[src/rtl/hockey_pixel_renderer_pkg.sv]
// Shared colour constants, reset-time object positions and the position-set
// record used by the air-hockey pixel renderer.
package hockey_pixel_renderer_pkg;

    localparam int RGB_W = 8;

    typedef logic [RGB_W-1:0] rgb_t;

    // RRRGGGBB palette.
    localparam rgb_t COL_BLANK  = 8'h00;
    localparam rgb_t COL_PUCK   = 8'hFF;
    localparam rgb_t COL_P1     = 8'hE0;
    localparam rgb_t COL_P2     = 8'h03;
    localparam rgb_t COL_BORDER = 8'h92;
    localparam rgb_t COL_CENTRE = 8'h49;
    localparam rgb_t COL_BG     = 8'h0C;
    localparam rgb_t COL_FLASH  = 8'hE4;

    typedef struct packed {
        logic [9:0] puck_x;
        logic [9:0] puck_y;
        logic [9:0] p1_x;
        logic [9:0] p1_y;
        logic [9:0] p2_x;
        logic [9:0] p2_y;
    } pos_set_t;

    localparam pos_set_t POS_RESET = '{
        puck_x: 10'd312, puck_y: 10'd232,
        p1_x:   10'd16,  p1_y:   10'd208,
        p2_x:   10'd616, p2_y:   10'd208
    };

endpackage

[src/rtl/hockey_box_hit.sv]
// Combinational rectangle hit test; the far edges are formed in 11 bits so an
// object near coordinate 1023 cannot wrap around and claim pixels near 0.
module hockey_box_hit #(
    parameter int W = 16,
    parameter int H = 16
) (
    input  logic [9:0] x_i,
    input  logic [9:0] y_i,
    input  logic [9:0] obj_x_i,
    input  logic [9:0] obj_y_i,
    output logic       hit_o
);

    logic [10:0] x_end;
    logic [10:0] y_end;

    assign x_end = {1'b0, obj_x_i} + 11'(W);
    assign y_end = {1'b0, obj_y_i} + 11'(H);

    assign hit_o = (x_i >= obj_x_i) && ({1'b0, x_i} < x_end) &&
                   (y_i >= obj_y_i) && ({1'b0, y_i} < y_end);

endmodule

[src/rtl/hockey_pixel_renderer.sv]
// Two-stage air-hockey playfield pixel renderer with vblank-synchronised
// position commit. Optional background flash: define HOCKEY_GOAL_FLASH_EN.
module hockey_pixel_renderer
    import hockey_pixel_renderer_pkg::*;
#(
    parameter int H_ACTIVE  = 640,
    parameter int V_ACTIVE  = 480,
    parameter int PUCK_SIZE = 16,
    parameter int PAD_W     = 8,
    parameter int PAD_H     = 64,
    parameter int BORDER    = 4
) (
    input  logic             clk,
    input  logic             rst_n,
    input  logic             hsync_in,
    input  logic             vsync_in,
    input  logic [9:0]       xpos,
    input  logic [9:0]       ypos,
    input  logic             pos_valid,
    input  logic [9:0]       puck_x,
    input  logic [9:0]       puck_y,
    input  logic [9:0]       p1_x,
    input  logic [9:0]       p1_y,
    input  logic [9:0]       p2_x,
    input  logic [9:0]       p2_y,
    input  logic             goal_flash,
    output logic             hsync_out,
    output logic             vsync_out,
    output logic [RGB_W-1:0] rgb,
    output logic             frame_tick
);

    localparam logic [9:0] H_ACT_C  = 10'(H_ACTIVE);
    localparam logic [9:0] V_ACT_C  = 10'(V_ACTIVE);
    localparam logic [9:0] BRD_C    = 10'(BORDER);
    localparam logic [9:0] H_BRD_HI = 10'(H_ACTIVE - BORDER);
    localparam logic [9:0] V_BRD_HI = 10'(V_ACTIVE - BORDER);
    localparam logic [9:0] CTR_L    = 10'(H_ACTIVE / 2 - 1);
    localparam logic [9:0] CTR_R    = 10'(H_ACTIVE / 2);

    pos_set_t pend_q, pend_d, act_q, act_d;
    logic     pending_q, pending_d;
    logic     frame_tick_q;
    logic     commit;

    // Commit on the first pixel of vertical blanking, seen on the raw counters.
    assign commit = (xpos == 10'd0) && (ypos == V_ACT_C);

    always_comb begin
        pend_d    = pend_q;
        pending_d = pending_q;
        act_d     = act_q;
        if (commit && pending_q) begin
            act_d     = pend_q;
            pending_d = 1'b0;
        end
        // A strobe in the commit cycle lands in pending after the old set moved.
        if (pos_valid) begin
            pend_d    = '{puck_x: puck_x, puck_y: puck_y, p1_x: p1_x,
                          p1_y: p1_y, p2_x: p2_x, p2_y: p2_y};
            pending_d = 1'b1;
        end
    end

    logic puck_hit, p1_hit, p2_hit;

    hockey_box_hit #(.W(PUCK_SIZE), .H(PUCK_SIZE)) u_puck_hit (
        .x_i(xpos), .y_i(ypos), .obj_x_i(act_q.puck_x), .obj_y_i(act_q.puck_y), .hit_o(puck_hit)
    );
    hockey_box_hit #(.W(PAD_W), .H(PAD_H)) u_p1_hit (
        .x_i(xpos), .y_i(ypos), .obj_x_i(act_q.p1_x), .obj_y_i(act_q.p1_y), .hit_o(p1_hit)
    );
    hockey_box_hit #(.W(PAD_W), .H(PAD_H)) u_p2_hit (
        .x_i(xpos), .y_i(ypos), .obj_x_i(act_q.p2_x), .obj_y_i(act_q.p2_y), .hit_o(p2_hit)
    );

    logic in_active_d, border_d, centre_d;

    assign in_active_d = (xpos < H_ACT_C) && (ypos < V_ACT_C);
    assign border_d    = (xpos < BRD_C) || (xpos >= H_BRD_HI) ||
                         (ypos < BRD_C) || (ypos >= V_BRD_HI);
    assign centre_d    = (xpos == CTR_L) || (xpos == CTR_R);

    logic in_active_q, puck_hit_q, p1_hit_q, p2_hit_q, border_q, centre_q;
    logic hsync_s1_q, vsync_s1_q, hsync_s2_q, vsync_s2_q;
    rgb_t rgb_q, rgb_d, bg_col;

`ifdef HOCKEY_GOAL_FLASH_EN
    logic [3:0] frame_cnt_q;

    always_ff @(posedge clk) begin
        if (!rst_n) begin
            frame_cnt_q <= 4'd0;
        end else if (frame_tick_q) begin
            frame_cnt_q <= frame_cnt_q + 4'd1;
        end
    end

    assign bg_col = (goal_flash && frame_cnt_q[3]) ? COL_FLASH : COL_BG;
`else
    logic unused_goal_flash;
    assign unused_goal_flash = goal_flash;
    assign bg_col            = COL_BG;
`endif

    always_comb begin
        rgb_d = bg_col;
        if (!in_active_q)    rgb_d = COL_BLANK;
        else if (puck_hit_q) rgb_d = COL_PUCK;
        else if (p1_hit_q)   rgb_d = COL_P1;
        else if (p2_hit_q)   rgb_d = COL_P2;
        else if (border_q)   rgb_d = COL_BORDER;
        else if (centre_q)   rgb_d = COL_CENTRE;
    end

    always_ff @(posedge clk) begin
        if (!rst_n) begin
            pend_q       <= POS_RESET;
            pending_q    <= 1'b0;
            act_q        <= POS_RESET;
            frame_tick_q <= 1'b0;
            in_active_q  <= 1'b0;
            puck_hit_q   <= 1'b0;
            p1_hit_q     <= 1'b0;
            p2_hit_q     <= 1'b0;
            border_q     <= 1'b0;
            centre_q     <= 1'b0;
            hsync_s1_q   <= 1'b1;
            vsync_s1_q   <= 1'b1;
            hsync_s2_q   <= 1'b1;
            vsync_s2_q   <= 1'b1;
            rgb_q        <= COL_BLANK;
        end else begin
            pend_q       <= pend_d;
            pending_q    <= pending_d;
            act_q        <= act_d;
            frame_tick_q <= commit;
            in_active_q  <= in_active_d;
            puck_hit_q   <= puck_hit;
            p1_hit_q     <= p1_hit;
            p2_hit_q     <= p2_hit;
            border_q     <= border_d;
            centre_q     <= centre_d;
            hsync_s1_q   <= hsync_in;
            vsync_s1_q   <= vsync_in;
            hsync_s2_q   <= hsync_s1_q;
            vsync_s2_q   <= vsync_s1_q;
            rgb_q        <= rgb_d;
        end
    end

    assign rgb        = rgb_q;
    assign hsync_out  = hsync_s2_q;
    assign vsync_out  = vsync_s2_q;
    assign frame_tick = frame_tick_q;

endmodule

[config.mk]
export PLATFORM = sky130hd
export DESIGN_NAME = hockey_pixel_renderer
export DESIGN_NICKNAME = d
export VERILOG_FILES = /design/src/rtl/hockey_pixel_renderer_pkg.sv /design/src/rtl/hockey_box_hit.sv /design/src/rtl/hockey_pixel_renderer.sv
export SDC_FILE = /design/constraint.sdc
export NUM_CORES = 1
export LEC_CHECK = 0
export CAP_MARGIN = 20
export CORE_ASPECT_RATIO = 1.2
export CORE_MARGIN = 2
export CORE_UTILIZATION = 51
export CTS_BUF_LIST = sky130_fd_sc_hd__clkbuf_8 sky130_fd_sc_hd__clkbuf_16
export DETAILED_ROUTE_END_ITERATION = 7
export PLACE_DENSITY_LB_ADDON = 0.12
export SKIP_CTS_REPAIR_TIMING = 1
export SYNTH_ARGS = -nofsm -noshare
export SYNTH_HDL_FRONTEND = slang
export SYNTH_SLANG_ARGS = --single-unit
[constraint.sdc]
create_clock -name clk -period 2.4 [get_ports clk]
set_input_delay 0.36 -clock clk [delete_from_list [all_inputs] [get_ports clk]]
set_output_delay 0.36 -clock clk [all_outputs]
set_load 0.05 [all_outputs]
Word level (Yosys, flattened, before mapping)
Cells that the tools add are included.
Storage, ports and cells
  flip-flop bits (word level): 140
  input port bits: 86
  output and inout port bits: 11
  logic and storage cells: 78
Cells by class
  add/subtract/negate cells: 6
  order comparisons: 18
  equality and inequality tests: 3
  mux-type cells: 7
  reductions and logical operators: 19
Operator list (count)
  10-bit by 11-bit < comparator with 1-bit output: 6
  10-bit >= comparator: 6
  8-bit two-way mux: 4
  10-bit by 9-bit == test with 1-bit output, second input constant: 3
  10-bit by 4-bit adder with 11-bit output, second input constant: 2
  10-bit by 5-bit adder with 11-bit output, second input constant: 2
  10-bit by 7-bit adder with 11-bit output, second input constant: 2
  10-bit by 3-bit < comparator with 1-bit output, second input constant: 2
  1-bit logical AND: 12
  10-bit >= comparator, second input constant: 1
  10-bit by 9-bit >= comparator with 1-bit output, second input constant: 1
  10-bit logical NOT: 1
  10-bit < comparator, second input constant: 1
  10-bit by 9-bit < comparator with 1-bit output, second input constant: 1
  7-bit two-way mux: 1
  1-bit logical OR: 4
  1-bit two-way mux: 2
  2-bit AND reduction: 1
  2-bit nonzero test: 1

Depth between registers and ports, before layout
Gate-level depths: netlist of run 1.
  depth in word-level cells: 5
  depth in mapped cells: 10
  gate-level depth less buffers: 10

Modules after synthesis
Synthesis of run 1 repeated with hierarchy kept, for this count alone.
Unflattened totals
  cell total of the unflattened synthesis: 928
  area total of the unflattened synthesis: 8155.3 um^2
By module, submodules not included
  hockey_pixel_renderer: instances 1, cells an instance 561, area each 5323.9 um^2, seq. area each 2802.7 um^2
  hockey_box_hit (u_p1_hit): instances 1, cells an instance 124, area each 953.4 um^2, seq. area each 0.0 um^2
  hockey_box_hit (u_puck_hit): instances 1, cells an instance 122, area each 945.9 um^2, seq. area each 0.0 um^2
  hockey_box_hit (u_p2_hit): instances 1, cells an instance 121, area each 932.1 um^2, seq. area each 0.0 um^2

Least setup slack after synthesis of run 1
OpenSTA, ideal clock, no wires.
  path type: flip-flop to flip-flop
  from: register act_q[44] in the netlist's numbering
  to: register puck_hit_q
  setup time: 0.087 ns
  arrival: 2.170 ns
  required time: 2.313 ns
  slack: 0.143 ns
  stages on the path, launching flop included: 10
  path buffers: 0
  period minus slack after synthesis: 2.257 ns
  cell sequence: dfxtp_1 -> ha_1 -> nand3_1 -> xnor2_1 -> ha_1 -> and3_1 -> a221o_1 -> a221oi_1 -> o41ai_1 -> nor4b_2
Between the ends
  longest elaborated chain between the ends: 3
  elaborated cells on any way between the ends: 5
  those cells by class: 1 x add/sub; 2 x order compare; 2 x reduce/logical
RTL lines
  from (decl): line hockey_pixel_renderer.sv:41  | pos_set_t pend_q, pend_d, act_q, act_d;
  from (signal assigned): line hockey_pixel_renderer.sv:136  | act_q <= act_d;
  10-bit by 5-bit adder with 11-bit output or 10-bit >= comparator (tied branches): line hockey_box_hit.sv:18, hockey_box_hit.sv:21
  10-bit by 11-bit < comparator with 1-bit output or 1-bit logical AND (tied branches): line hockey_box_hit.sv:21, hockey_box_hit.sv:20
  1-bit logical AND (*): line hockey_box_hit.sv:21  | (y_i >= obj_y_i) && ({1'b0, y_i} < y_end);
  to (signal assigned): line hockey_pixel_renderer.sv:139  | puck_hit_q <= puck_hit;
  to (decl): line hockey_pixel_renderer.sv:84  | logic in_active_q, puck_hit_q, p1_hit_q, p2_hit_q, border_q, centre_q;
Every way passes the cells marked *; elsewhere a longest branch is shown, timed or not.
A chain may end at the register's enable or synchronous reset.

Worst setup path in the final report of run 1
  from: register act_q[47] in the netlist's numbering
  to: register puck_hit_q
The elaborated chain is that of the path after synthesis.

==> impl_metrics.json, run 1 <==
{
  "diodes": 0,
  "die_y_um": 138,
  "tightest_slew_ns": 0.651,
  "die_area_um2": 16100,
  "yosysSeqAreaShare": 0.365,
  "dp_hpwl_mm": 13.2,
  "maxCapViolations": 0,
  "die_x_um": 116,
  "crit_chain": "and3_4 > nand3_4 > xnor2_2 > ha_1 > and3_4 > a221o_1 > a221oi_2 > o41ai_2 > nor4b_2",
  "nNetsFinal": 1203,
  "path_class": "reg -> reg",
  "yosys.area_share.simple": 0.172,
  "viasPerCell": 5.09,
  "ys.flop_type": "dfxtp_1",
  "port_buffers": 95,
  "drt_wl_total_mm": 18.1,
  "setup_slack_ns": 0.0823,
  "end_kind": "register",
  "use_met1": 0.338,
  "dr_total_vias": 6285,
  "syn_area_um2": 7680,
  "finalCriticalPeriod_ns": 2.32,
  "crit_top_cell": "and3_4",
  "arrival_ns": 2.66,
  "path_max_fanout": 3,
  "finalCritPeriodShare": 0.966,
  "syn_inst": 883,
  "drt_iter0_drc": 259,
  "relSlewSlack": 0.566,
  "drive_above_1_share": 0.118,
  "power_density_nw_per_um2": 583,
  "grtUsageMet3": 0.0390,
  "clkSlewWorstSetupHoldPaths_ns": 0.06,
  "ys_ff_latch": 140,
  "wire_per_inst_um": 14.7,
  "synth_compound_area_frac": 0.134,
  "vdd_drop_max_mv": 0.418,
  "yosysWarnings": 0,
  "fmax_ghz": 0.431,
  "critical_path.startpoint_type": "register",
  "synthArstFlopShare": 0,
  "cts_tree": "built",
  "required_ns": 2.74,
  "status": "completed",
  "postRouteAntennaNets": 0,
  "synth_nets": 1069,
  "coreArea_um2": 14800,
  "clock_latency_ns": 0.42,
  "grt_pass1_vias": 5916,
  "fin_tns_setup_ns": 0,
  "gp_congestion": 0.930,
  "cts_buffers": 17,
  "grtUsageTotal": 0.233,
  "antenna_found_initial": 0,
  "fin_cells": 1234,
  "fin_skew_ns": 0.00688,
  "timing.hold.ws_ns": 0.226,
  "rsz0062_at_grt": "true",
  "final_hold_viol_count": 0,
  "synth_edf_count": 0,
  "crit_path_max_incr_delay_ns": 0.35,
  "netlist-cell-type-count": 51,
  "num_rows": 49,
  "critical_path.slowest_cell": "dfxtp_2",
  "grt_use_met2": 0.352,
  "synthAdderAreaFrac": 0.163,
  "clockRootBuffer": "clkbuf_16",
  "leakagePower_nw": 4.22,
  "finalSetupViolations": 0,
  "dp_cells": 1199,
  "grt_first_pass_wirelength_mm": 29.6,
  "synth_xor_area_frac": 0.0251,
  "ctsLongestPathBuffers": 2,
  "synth_top_family_by_area": "simple AND/OR/NAND/NOR gates",
  "drtPass1Iterations": 4,
  "drc": 0,
  "start_util": 0.517,
  "pre_cts_ws_ns": -0.105,
  "h-tree-depth": 4,
  "fin_util": 0.663,
  "hp-class": "in -> reg",
  "syn_avg_cell_area_um2": 8.69,
  "grt.overflow.total": 0,
  "slew_violations": 0,
  "rrSetupSlack_ns": 0.08,
  "grt_max_degree": 85,
  "gr-max-usage-layer": "met2",
  "syn_to_final_growth_pct": 28.1,
  "io_pins": 97,
  "cts_sinks": 140,
  "synthMuxAreaShare": 0.0782
}
worst paths after layout:
| check | from | endpoint | cells after the start |
|---|---|---|---|
| setup / recovery | act_q[47] | puck_hit_q | 9 |
| hold / removal | rst_n | act_q[27] | 2 |
| setup reg to reg | act_q[47] | puck_hit_q | 9 |
| hold reg to reg | hsync_s1_q | hsync_out | 1 |
cell usage after synthesis (7+ instances only):
cell	instances	area [um2]
a21oi_1	75	375
o211ai_1	12	90.1
nand2b_1	12	75.1
clkbuf_1	16	60.1
dfxtp_1	140	2800
a31oi_1	7	43.8
and3_1	8	50.1
inv_1	72	270
nand4_1	7	43.8
a21o_1	12	90.1
nand2_1	141	529
nand3_1	32	160
o21ai_0	18	90.1
xnor2_1	22	193
nor2_1	65	244
ha_1	100	1250
o211ai_2	10	125
nor2b_1	9	56.3
mux2i_1	60	601
per-layer routing:
| layer | wire length [um] | vias to the layer above |
|---|---|---|
| met1 | 9180 | 2820 |
| met2 | 8010 | 123 |
| li1 | - | 3323 |
| met3 | 623 | 19 |
| met5 | 0 | - |
| met4 | 272 | 0 |
per-stage QoR:
step                      instance area, um2  total power (W)
after floorplan                         7680          0.00278
after global placement                  9120          0.00308
after detailed placement                9120          0.00308
after CTS                               9720          0.00576
after global routing                    9830          0.00595
final                                   9830          0.00573
area by class of cell:
| type | instances | area, um2 |
|---|---|---|
| Tap cell | 204 | 255 |
| Inverter | 73 | 274 |
| Timing Repair Buffer | 149 | 1410 |
| Fill cell | 1287 | 5000 |
| Sequential cell | 140 | 2810 |
| Multi-Input combinational cell | 636 | 4480 |
| Clock buffer | 17 | 425 |
| Clock inverter | 15 | 179 |
critical path, delay by kind of cell, from the launching register on:
| family | cells | cell delay, ns |
|---|---|---|
| AO/OA/AOI/OAI | 3 | 0.73 |
| XOR/XNOR | 1 | 0.14 |
| adder cells (fa/ha/maj) | 1 | 0.31 |
| flip-flops | 1 | 0.35 |
| AND/OR/NAND/NOR | 4 | 0.71 |
power breakdown:
group	switching (W)	internal (W)	leakage, nW
Combinational	0.000287	0.000322	2.79
Sequential	0.0000391	0.00239	1.14
Clock	0.00112	0.00157	0.296
logic make-up (layout without fill, tap and decap cells):
family,count (synthesis),count (layout)
AOI/OAI and AO/OA,160,160
xor gates and xnor gates,22,22
adders and majority gates,100,100
buffers and inverters,107,254
DFF,140,140
muxes,60,60
and+or+nand+nor,294,294
sequential cells by signal, indices dropped and copies added (netlist names):
register and count:
act_q 60, pend_q 60, rgb 8, border_q 1
centre_q 1, frame_tick 1, hsync_out 1, hsync_s1_q 1
in_active_q 1, p1_hit_q 1, p2_hit_q 1, pending_q 1
puck_hit_q 1, vsync_out 1, vsync_s1_q 1
cell usage in the layout (no fill, tap or decap), types with 4 or more instances in the layout:
cell type        instances
a21oi_1                 75
inv_1                   72
dfxtp_1                133
nor2b_1                  9
xnor2_1                 21
nor4_1                   4
o21ai_0                 18
a21o_1                  12
and3_1                   6
inv_8                    4
mux2i_1                 60
ha_1                    99
o211ai_1                12
nand2_1                141
inv_6                    4
buf_12                   5
clkdlybuf4s50_1         93
a31oi_1                  7
o211ai_2                10
o21bai_1                 4
nand2b_1                12
nor3_1                   5
nand4_1                  7
clkbuf_16               17
buf_4                   50
nand3_1                 30
nor2_1                  65
dfxtp_2                  6
(Power assumes the default switching activity.)
==> run 2, diff against run 1 <==
Settings changed: CORE_ASPECT_RATIO 1.2 to 0.6.
==> run 2 against run 1 <==
  * Final cell count shrank 0.65%
  * Routed wire length grew 3.7%
  * Utilization grew 0.47 points
  * Sequential power is essentially flat
  * Combinational power grew 1%
  * Clock skew grew 0.0018 ns
  * Fmax shrank 1.1%
  * Clock-buffer cell count grew 1
  * First-iteration DRC count grew 48%
  * Non-clock buffer count shrank 2
  * Clock power shrank 1%
  * Design area shrank 0.95%
  * Highest routed layer unchanged
==> impl_metrics.json, run 2 (synthesis results as in run 1) <==
{
  "fin_area_um2": 9740,
  "io_pins": 97,
  "r2r_start": "act_q[48]",
  "nNetsFinal": 1201,
  "dpl_cell_area_um2": 9100,
  "end_kind": "register",
  "num_rows": 34,
  "final_common_cell": "nand2_1",
  "final_cell_mix": "nand2_1 (141), dfxtp_1 (137), ha_1 (99)",
  "grtUsageTotal": 0.242,
  "grtUsageMet3": 0.0429,
  "drive_above_1_share": 0.108,
  "r2r-end": "puck_hit_q",
  "power_density_nw_per_um2": 585,
  "diodes": 0,
  "path_max_fanout": 2,
  "crit_chain": "and3_4 > nand3_1 > xnor2_1 > ha_1 > and3_4 > a221o_1 > a221oi_2 > o41ai_2 > nor4b_2",
  "switching_share": 0.260,
  "relSlewSlack": 0.571,
  "path_class": "reg -> reg",
  "grt_max_degree": 46,
  "fmax_ghz": 0.427,
  "grt_pass1_vias": 6302,
  "power_w": 0.00569,
  "h-tree-depth": 4,
  "pwr-share-clk": 0.465,
  "leakagePower_nw": 4.19,
  "maxCapViolations": 0,
  "required_ns": 2.73,
  "critical_path.slowest_cell": "dfxtp_1",
  "grt.overflow.total": 0,
  "critical_path.startpoint_type": "register",
  "syn_to_final_growth_pct": 26.9,
  "drc": 0,
  "port_buffers": 95,
  "timing.hold.worst.start": "rst_n",
  "finalCriticalPeriod_ns": 2.34,
  "power.internal_w": 0.00421,
  "fillers": 1228,
  "die_x_um": 162,
  "wire_per_inst_um": 15.3,
  "coreArea_um2": 14600,
  "drt_iter0_drc": 384,
  "arrival_ns": 2.67,
  "holdPathEnd": "act_q[6]",
  "slew_violations": 0,
  "antenna_found_initial": 0,
  "p_sw_w": 0.00148,
  "final_hold_viol_count": 0,
  "rrSetupSlack_ns": 0.06,
  "crit_top_cell": "and3_4",
  "cts_tree": "built",
  "p_comb_frac": 0.108,
  "viasPerCell": 5.32,
  "dr_total_vias": 6519,
  "use_met1": 0.338,
  "clock_latency_ns": 0.42,
  "crit_path_max_incr_delay_ns": 0.35,
  "ctsLongestPathBuffers": 2,
  "dp_hpwl_mm": 14.1,
  "hold_depth": 2,
  "pwr-share-seq": 0.427,
  "fin_tns_setup_ns": 0,
  "rsz0062_at_grt": "true",
  "tightest_slew_ns": 0.642,
  "gr-max-usage-layer": "met2",
  "hp-class": "in -> reg",
  "drtPass1Iterations": 4,
  "clockRootBuffer": "clkbuf_16",
  "status": "completed",
  "vdd_drop_max_mv": 0.399,
  "finalSetupViolations": 0,
  "gp_congestion": 0.924,
  "fin_util": 0.668,
  "timing.hold.ws_ns": 0.301,
  "cts_buffers": 17,
  "ff2ff_path_depth": 9,
  "clkSlewWorstSetupHoldPaths_ns": 0.07,
  "finalCritPeriodShare": 0.977,
  "cts_sinks": 140,
  "drt_wl_total_mm": 18.8,
  "grt_use_met2": 0.388,
  "die_area_um2": 16100,
  "grt_first_pass_wirelength_mm": 30.8,
  "die_y_um": 99.0,
  "start_util": 0.526,
  "postRouteAntennaNets": 0,
  "fin_skew_ns": 0.00863
}
==> run 2: cell types whose count changed in the layout (fill, tap and decap cells not counted), sizes merged <==
cell	change
clkinvlp	+1
buf	-2
clkbuf	+1
clkinv	-1
bufinv	-1
==> run 2: power by group through the flow <==
| stage | Clock (W) | Combinational (W) | Sequential [W] |
|---|---|---|---|
| 5_1_grt | 0.00280 | 0.000680 | 0.00244 |
| 2_1_floorplan | 0 | 0.000299 | 0.00248 |
| 3_3_place_gp | 0 | 0.000597 | 0.00248 |
| 3_5_place_dp | 0 | 0.000606 | 0.00248 |
| 6_report | 0.00265 | 0.000617 | 0.00243 |
| 4_1_cts | 0.00269 | 0.000612 | 0.00243 |
==> run 2: critical path: cells and delay by family (launching register included) <==
kind	cells	cell delay (ns)
adders and majority gates	1	0.27
and+or+nand+nor	4	0.69
xor gates and xnor gates	1	0.17
AOI/OAI and AO/OA	3	0.76
DFF	1	0.35
==> run 2: per-stage QoR <==
stage | instances | worst slack [ns]
6_report | 1226 | 0.0559
5_1_grt | 1226 | -0.0214
4_1_cts | 1226 | -0.0232
3_5_place_dp | 1194 | -0.349
3_3_place_gp | 1194 | -0.316
2_1_floorplan | 883 | 0.143
==> run 2: worst max-delay path by stage <==
stage / to / depth (start not counted) / from
after detailed placement: p1_hit_q / 7 / ypos[1]
final: puck_hit_q / 9 / act_q[48]
after global routing: p2_hit_q / 9 / act_q[17]
after global placement: p1_hit_q / 7 / ypos[4]
after CTS: puck_hit_q / 9 / act_q[44]
after floorplan: puck_hit_q / 9 / act_q[44]
==> run 2: area by class of cell <==
class                           instances  area [um2]  area share
Multi-Input combinational cell        636        4440       0.456
Sequential cell                       140        2810       0.288
Timing Repair Buffer                  147        1380       0.142
Clock buffer                           18         439      0.0451
Inverter                               73         274      0.0281
Tap cell                              198         248      0.0254
Clock inverter                         14         149      0.0153
==> run 2: layer usage <==
layer | vias up | share of wire
met5 | - | 0
met4 | 0 | 0.011
met3 | 21 | 0.052
met2 | 138 | 0.45
met1 | 3041 | 0.49
li1 | 3319 | -
==> variant 1: new RTL, flow settings as in run 2 <==
Build with the macro `HOCKEY_GOAL_FLASH_EN` defined.
--- a/src/rtl/hockey_pixel_renderer.sv
+++ b/src/rtl/hockey_pixel_renderer.sv
@@ -2,2 +2,4 @@
 // position commit. Optional background flash: define HOCKEY_GOAL_FLASH_EN.
+`define HOCKEY_GOAL_FLASH_EN
+
 module hockey_pixel_renderer
Formal check against the unedited RTL: no difference found for any inputs over 4 cycles, from zero or initial values and one cycle with rst_n low; that may be too few to reach the edited logic, so the function may still have changed.
==> variant 1 against run 2 <==
  * Cell count up 2.0%
  * Routed wire length about the same
  * First-iteration DRC count up 38%
  * Combinational power up 4.1%
  * Via count up 1.6%
  * Die area up 4.8%
  * Global-route usage down 1.0 points
  * Setup slack better by 0.050 ns
  * Clock skew down 0.00072 ns
  * Area after synthesis up 5.0%
  * Fmax up 2.2%
  * Total power up 4.8%
  * Sequential cell count up 4
  * Final area up 4.2%
  * Critical endpoint is now p2_hit_q$_SDFF_PN0_
  * Largest power group unchanged
  * Highest routed layer unchanged
==> variant 1: results (changes against run 2) <==
GPL Wtd Cong - 0.9537 (+3.2%)
CP arrival - 2.66 ns (about the same)
global-route usage over all layers - 0.2323 (-0.009958)
dominant cells by area after synthesis - dfxtp_1, ha_1, mux2i_1
M1 wire length - 9305 µm (+0.83%)
Sw Pwr - 1.483 mW (about the same)
vias in the first global route - 6394 (+1.5%)
DRT iter0 DRCs - 530 (+38%)
met3 WL - 1085 µm (+12%)
Unique masters post-synth - 49 (-3.9%)
maximum vdd drop - 435.2 µV (+9.2%)
met2 WL - 8162 µm (-2.3%)
largest net degree at the start of global routing - 85 (+85%)
Seq/Total Area, Yosys - 0.3578 (-0.007299)
first-pass GRT wire length - 31350 µm (+1.7%)
Clock net power - 2.83 mW (+7%)
PortBufs - 96 (+1.1%)
Slew @ Worst Pin - 0.4997 ns (-0.1419 ns)
Final Routed Wirelength - 18760 µm (about the same)
via count - 6622 (+1.6%)
final net count - 1221 (+1.7%)
Post-DP HPWL - 13990 µm (-1.0%)
Crit Path Max Fanout - 2 (unchanged)
syn nets - 1092 (+2.2%)
layout cells sized above 1 - 0.09551 (-0.01247)
met1 usage - 0.3121 (-0.02550)
met3 GRT Util - 0.05236 (+0.009435)
run status - finished clean
power share of the clock group - 0.474 (+0.009)
Seq pwr share - 0.419 (-0.008)
fill cell count - 1323 (+7.7%)
leakage - 4.293 nW (+2.5%)
GR Util met2 - 0.3789 (-0.008691)
-- variant 1: cell count changes after synthesis, moves of 4 or more --
cell             run 2  this run
nor3_1               5        11
nor2_1              65        21
o21ai_0             18        24
nor2b_1              9        53
clkbuf_1            16        20
a21oi_1             75        40
a21boi_1             0        41
dfxtp_1            140       144
o21a_1               1        10
and3_1               8         4
and2_1               1         6
nand3_1             32        26
-- variant 1: cell families (layout without fill, tap and decap cells) --
family                     count (synthesis)  in the layout  share of synthesized area
adders and majority gates                101            101                     0.1569
AOI/OAI and AO/OA                        173            173                     0.1478
buffers and inverters                    105            247                    0.05793
DFF                                      144            144                     0.3578
muxes                                     61             61                    0.07579
and+or+nand+nor                          296            296                     0.1766
xor gates and xnor gates                  25             25                    0.02718
-- variant 1: stage by stage --
stage          instance area, µm²  TNS, ns  instances  setup WS, ns
2_1_floorplan                8056        0        905        0.3175
3_3_place_gp                 9507  -0.8093       1218      -0.05646
3_5_place_dp                 9507   -3.809       1218       -0.1032
4_1_cts                     10130        0       1250      0.009799
5_1_grt                     10150        0       1250       0.01250
6_report                    10150        0       1250        0.1059
-- variant 1: final cells by class --
class	count	share of cell area
inverters	70	0.02589
multi-input cells	656	0.4657
clock inverters	15	0.01948
clock buffers	17	0.04191
repair buffers	145	0.1378
flip-flops and latches	144	0.2841
well taps	203	0.02502
-- variant 1: final timing paths --
path | startpoint | to | slack, ns | depth (start not counted)
setup / recovery | act_q[15]$_SDFFE_PN1P_ | p2_hit_q$_SDFF_PN0_ | 0.11 | 11
hold reg to reg | vsync_s1_q$_SDFF_PN1_ | vsync_out$_SDFF_PN1_ | 0.42 | 1
setup reg to reg | act_q[15]$_SDFFE_PN1P_ | p2_hit_q$_SDFF_PN0_ | 0.11 | 11
hold / removal | pos_valid | pend_q[53]$_SDFFE_PN1P_ | 0.41 | 3
==> variant 2: new RTL, flow settings as in run 2 <==
Without the edit above. Put one more register stage on the output `rgb`. The value now appears one clock later. The other outputs are not delayed to match.
--- a/src/rtl/hockey_pixel_renderer.sv
+++ b/src/rtl/hockey_pixel_renderer.sv
@@ -151,3 +151,5 @@
 
-    assign rgb        = rgb_q;
+    always_ff @(posedge clk) begin
+        rgb <= rgb_q;
+    end
     assign hsync_out  = hsync_s2_q;
Behaviour: not the same (Yosys sat finds a counterexample within 4 cycles, from zero or initial values and one cycle with rst_n low).
==> variant 2 against run 2 <==
  * Sequential cell count is 8 higher
  * First-iteration DRC count rose by 39%
  * Routed wire length up 1.8%
  * Utilization rose by 1.1 points
  * Fmax rose by 1.3%
  * Total power grew 4.0%
  * Sequential share of layout area is 0.86 points higher
  * Setup slack gained 0.030 ns
  * Final area up 2.5%
  * Via count rose by 1.2%
  * Highest routed layer unchanged
  * Critical path type unchanged
  * Synthesized cell count up 0.45%
  * Worst hold slack gained 0.012 ns
  * Area after synthesis rose by 1.7%
==> variant 2: results (changes against run 2) <==
run status - finished clean
Post-synth top cells - dfxtp_1, nand2_1, ha_1
Clock Tree Buf Depth - 2 (unchanged)
met2 WL - 8318 µm (-0.48%)
Pint - 4.426 mW (+5.1%)
Post-DP HPWL - 14090 µm (-0.25%)
final net count - 1218 (+1.4%)
largest net degree at the start of global routing - 84 (+83%)
Slowest Stage Delay on Critical Path - 0.52 ns (+0.17 ns)
Crit Path Max Fanout - 2 (unchanged)
Seq/Total Area, Yosys - 0.3795 (+0.01443)
antenna violations before repair - 0 (unchanged)
met3 WL - 917 µm (-5.2%)
clock skew - 0.01235 ns (+0.003718 ns)
first-pass GRT wire length - 31550 µm (+2.3%)
top flop regs - act_q: 60 flops, pend_q: 60 flops
DR pass1 iterations - 5 (+1)
GPL Wtd Cong - 0.9315 (+0.83%)
Min-Delay Path Class - in -> reg
DRT iter0 DRCs - 535 (+39%)
Top delay family on crit path - simple AND/OR/NAND/NOR gates
root buffer cell - clkbuf_16
maximum vdd drop - 328.2 µV (-18%)
syn nets - 1073 (+0.37%)
M1 wire length - 9567 µm (+3.7%)
Final Routed Wirelength - 19100 µm (+1.8%)
setup slack at placement - -0.1890 ns (+0.1598 ns)
Async S/R FF share, synth - 0 (unchanged)
Vias per Instance - 5.309 (-0.16%)
dominant cells by area after synthesis - dfxtp_1, ha_1, mux2i_1
leakage - 4.305 nW (+2.8%)
Slew HR - 0.6691 (+0.09794)
PortBufs - 95 (unchanged)
slowest cell on the critical path - or4_1
CP arrival - 2.65 ns (-0.02 ns)
Clock Latency Late Sink - 0.43 ns
H-tree Lvls - 4 (unchanged)
clock slew at reported path FFs - 0.07 ns (about the same)
Unique masters post-synth - 48 (-5.9%)
vias in the first global route - 6399 (+1.5%)
layout cells sized above 1 - 0.1139 (+0.005899)
global-route usage over all layers - 0.2443 (+0.002097)
[variant 2: cell count changes after synthesis, moves of 8 or more]
cell             run 2  this run
a21oi_2              0         9
o211ai_1            12        23
o211ai_2            10         0
a211oi_1             3        13
dfxtp_1            140       148
a21oi_1             75        64
nand3_1             32        20
[variant 2: cells by family (layout without fill, tap and decap cells)]
kind of cell | count (synthesis) | in the layout | share of synthesized area
AOI/OAI and AO/OA | 167 | 167 | 0.1359
muxes | 60 | 60 | 0.07694
and+or+nand+nor | 287 | 287 | 0.1628
DFF | 148 | 148 | 0.3795
adders and majority gates | 100 | 100 | 0.1603
buffers and inverters | 103 | 261 | 0.05978
xor gates and xnor gates | 22 | 22 | 0.02468
[variant 2: stage by stage]
step / std cells / total power, mW / cell area, µm² / utilization
after floorplan: 887 / 2.920 / 7806 / -
after global placement: 1210 / 3.238 / 9363 / 0.6361
after detailed placement: 1210 / 3.249 / 9363 / 0.6361
after CTS: 1242 / 5.960 / 9957 / 0.6765
after global routing: 1243 / 6.148 / 9986 / 0.6784
final: 1243 / 5.922 / 9986 / 0.6784
[variant 2: final timing paths]
path / from / to / slack [ns] / depth (start not counted)
max reg2reg: act_q[33]$_SDFFE_PN0P_ / p1_hit_q$_SDFF_PN0_ / 0.09 / 10
max: act_q[33]$_SDFFE_PN0P_ / p1_hit_q$_SDFF_PN0_ / 0.09 / 10
min reg2reg: rgb_q[2]$_SDFF_PN0_ / rgb[2]$_DFF_P_ / 0.33 / 0
min: rst_n / pend_q[43]$_SDFFE_PN1P_ / 0.31 / 2
[variant 2: area by class of cell]
type,instances,area [µm²]
Clock buffer,17,425.4
Clock inverter,15,168.9
Fill cell,1199,4733
Inverter,68,255.2
Multi-Input combinational cell,636,4399
Sequential cell,148,2963
Tap cell,198,247.7
Timing Repair Buffer,161,1526
[variant 2: layer usage]
layer / GRT usage / vias to the layer above
li1: - / 3365
met1: 0.3467 / 3046
met4: 0.06748 / 0
met2: 0.3846 / 161
met5: 0 / -
met3: 0.04215 / 27
[variant 2: power groups by stage]
stage	logic [mW]	clock network, mW	registers, mW
final	0.639	2.72	2.57
after global routing	0.706	2.87	2.57
after CTS	0.637	2.76	2.57
after detailed placement	0.628	0	2.62
after global placement	0.619	0	2.62
after floorplan	0.299	0	2.62
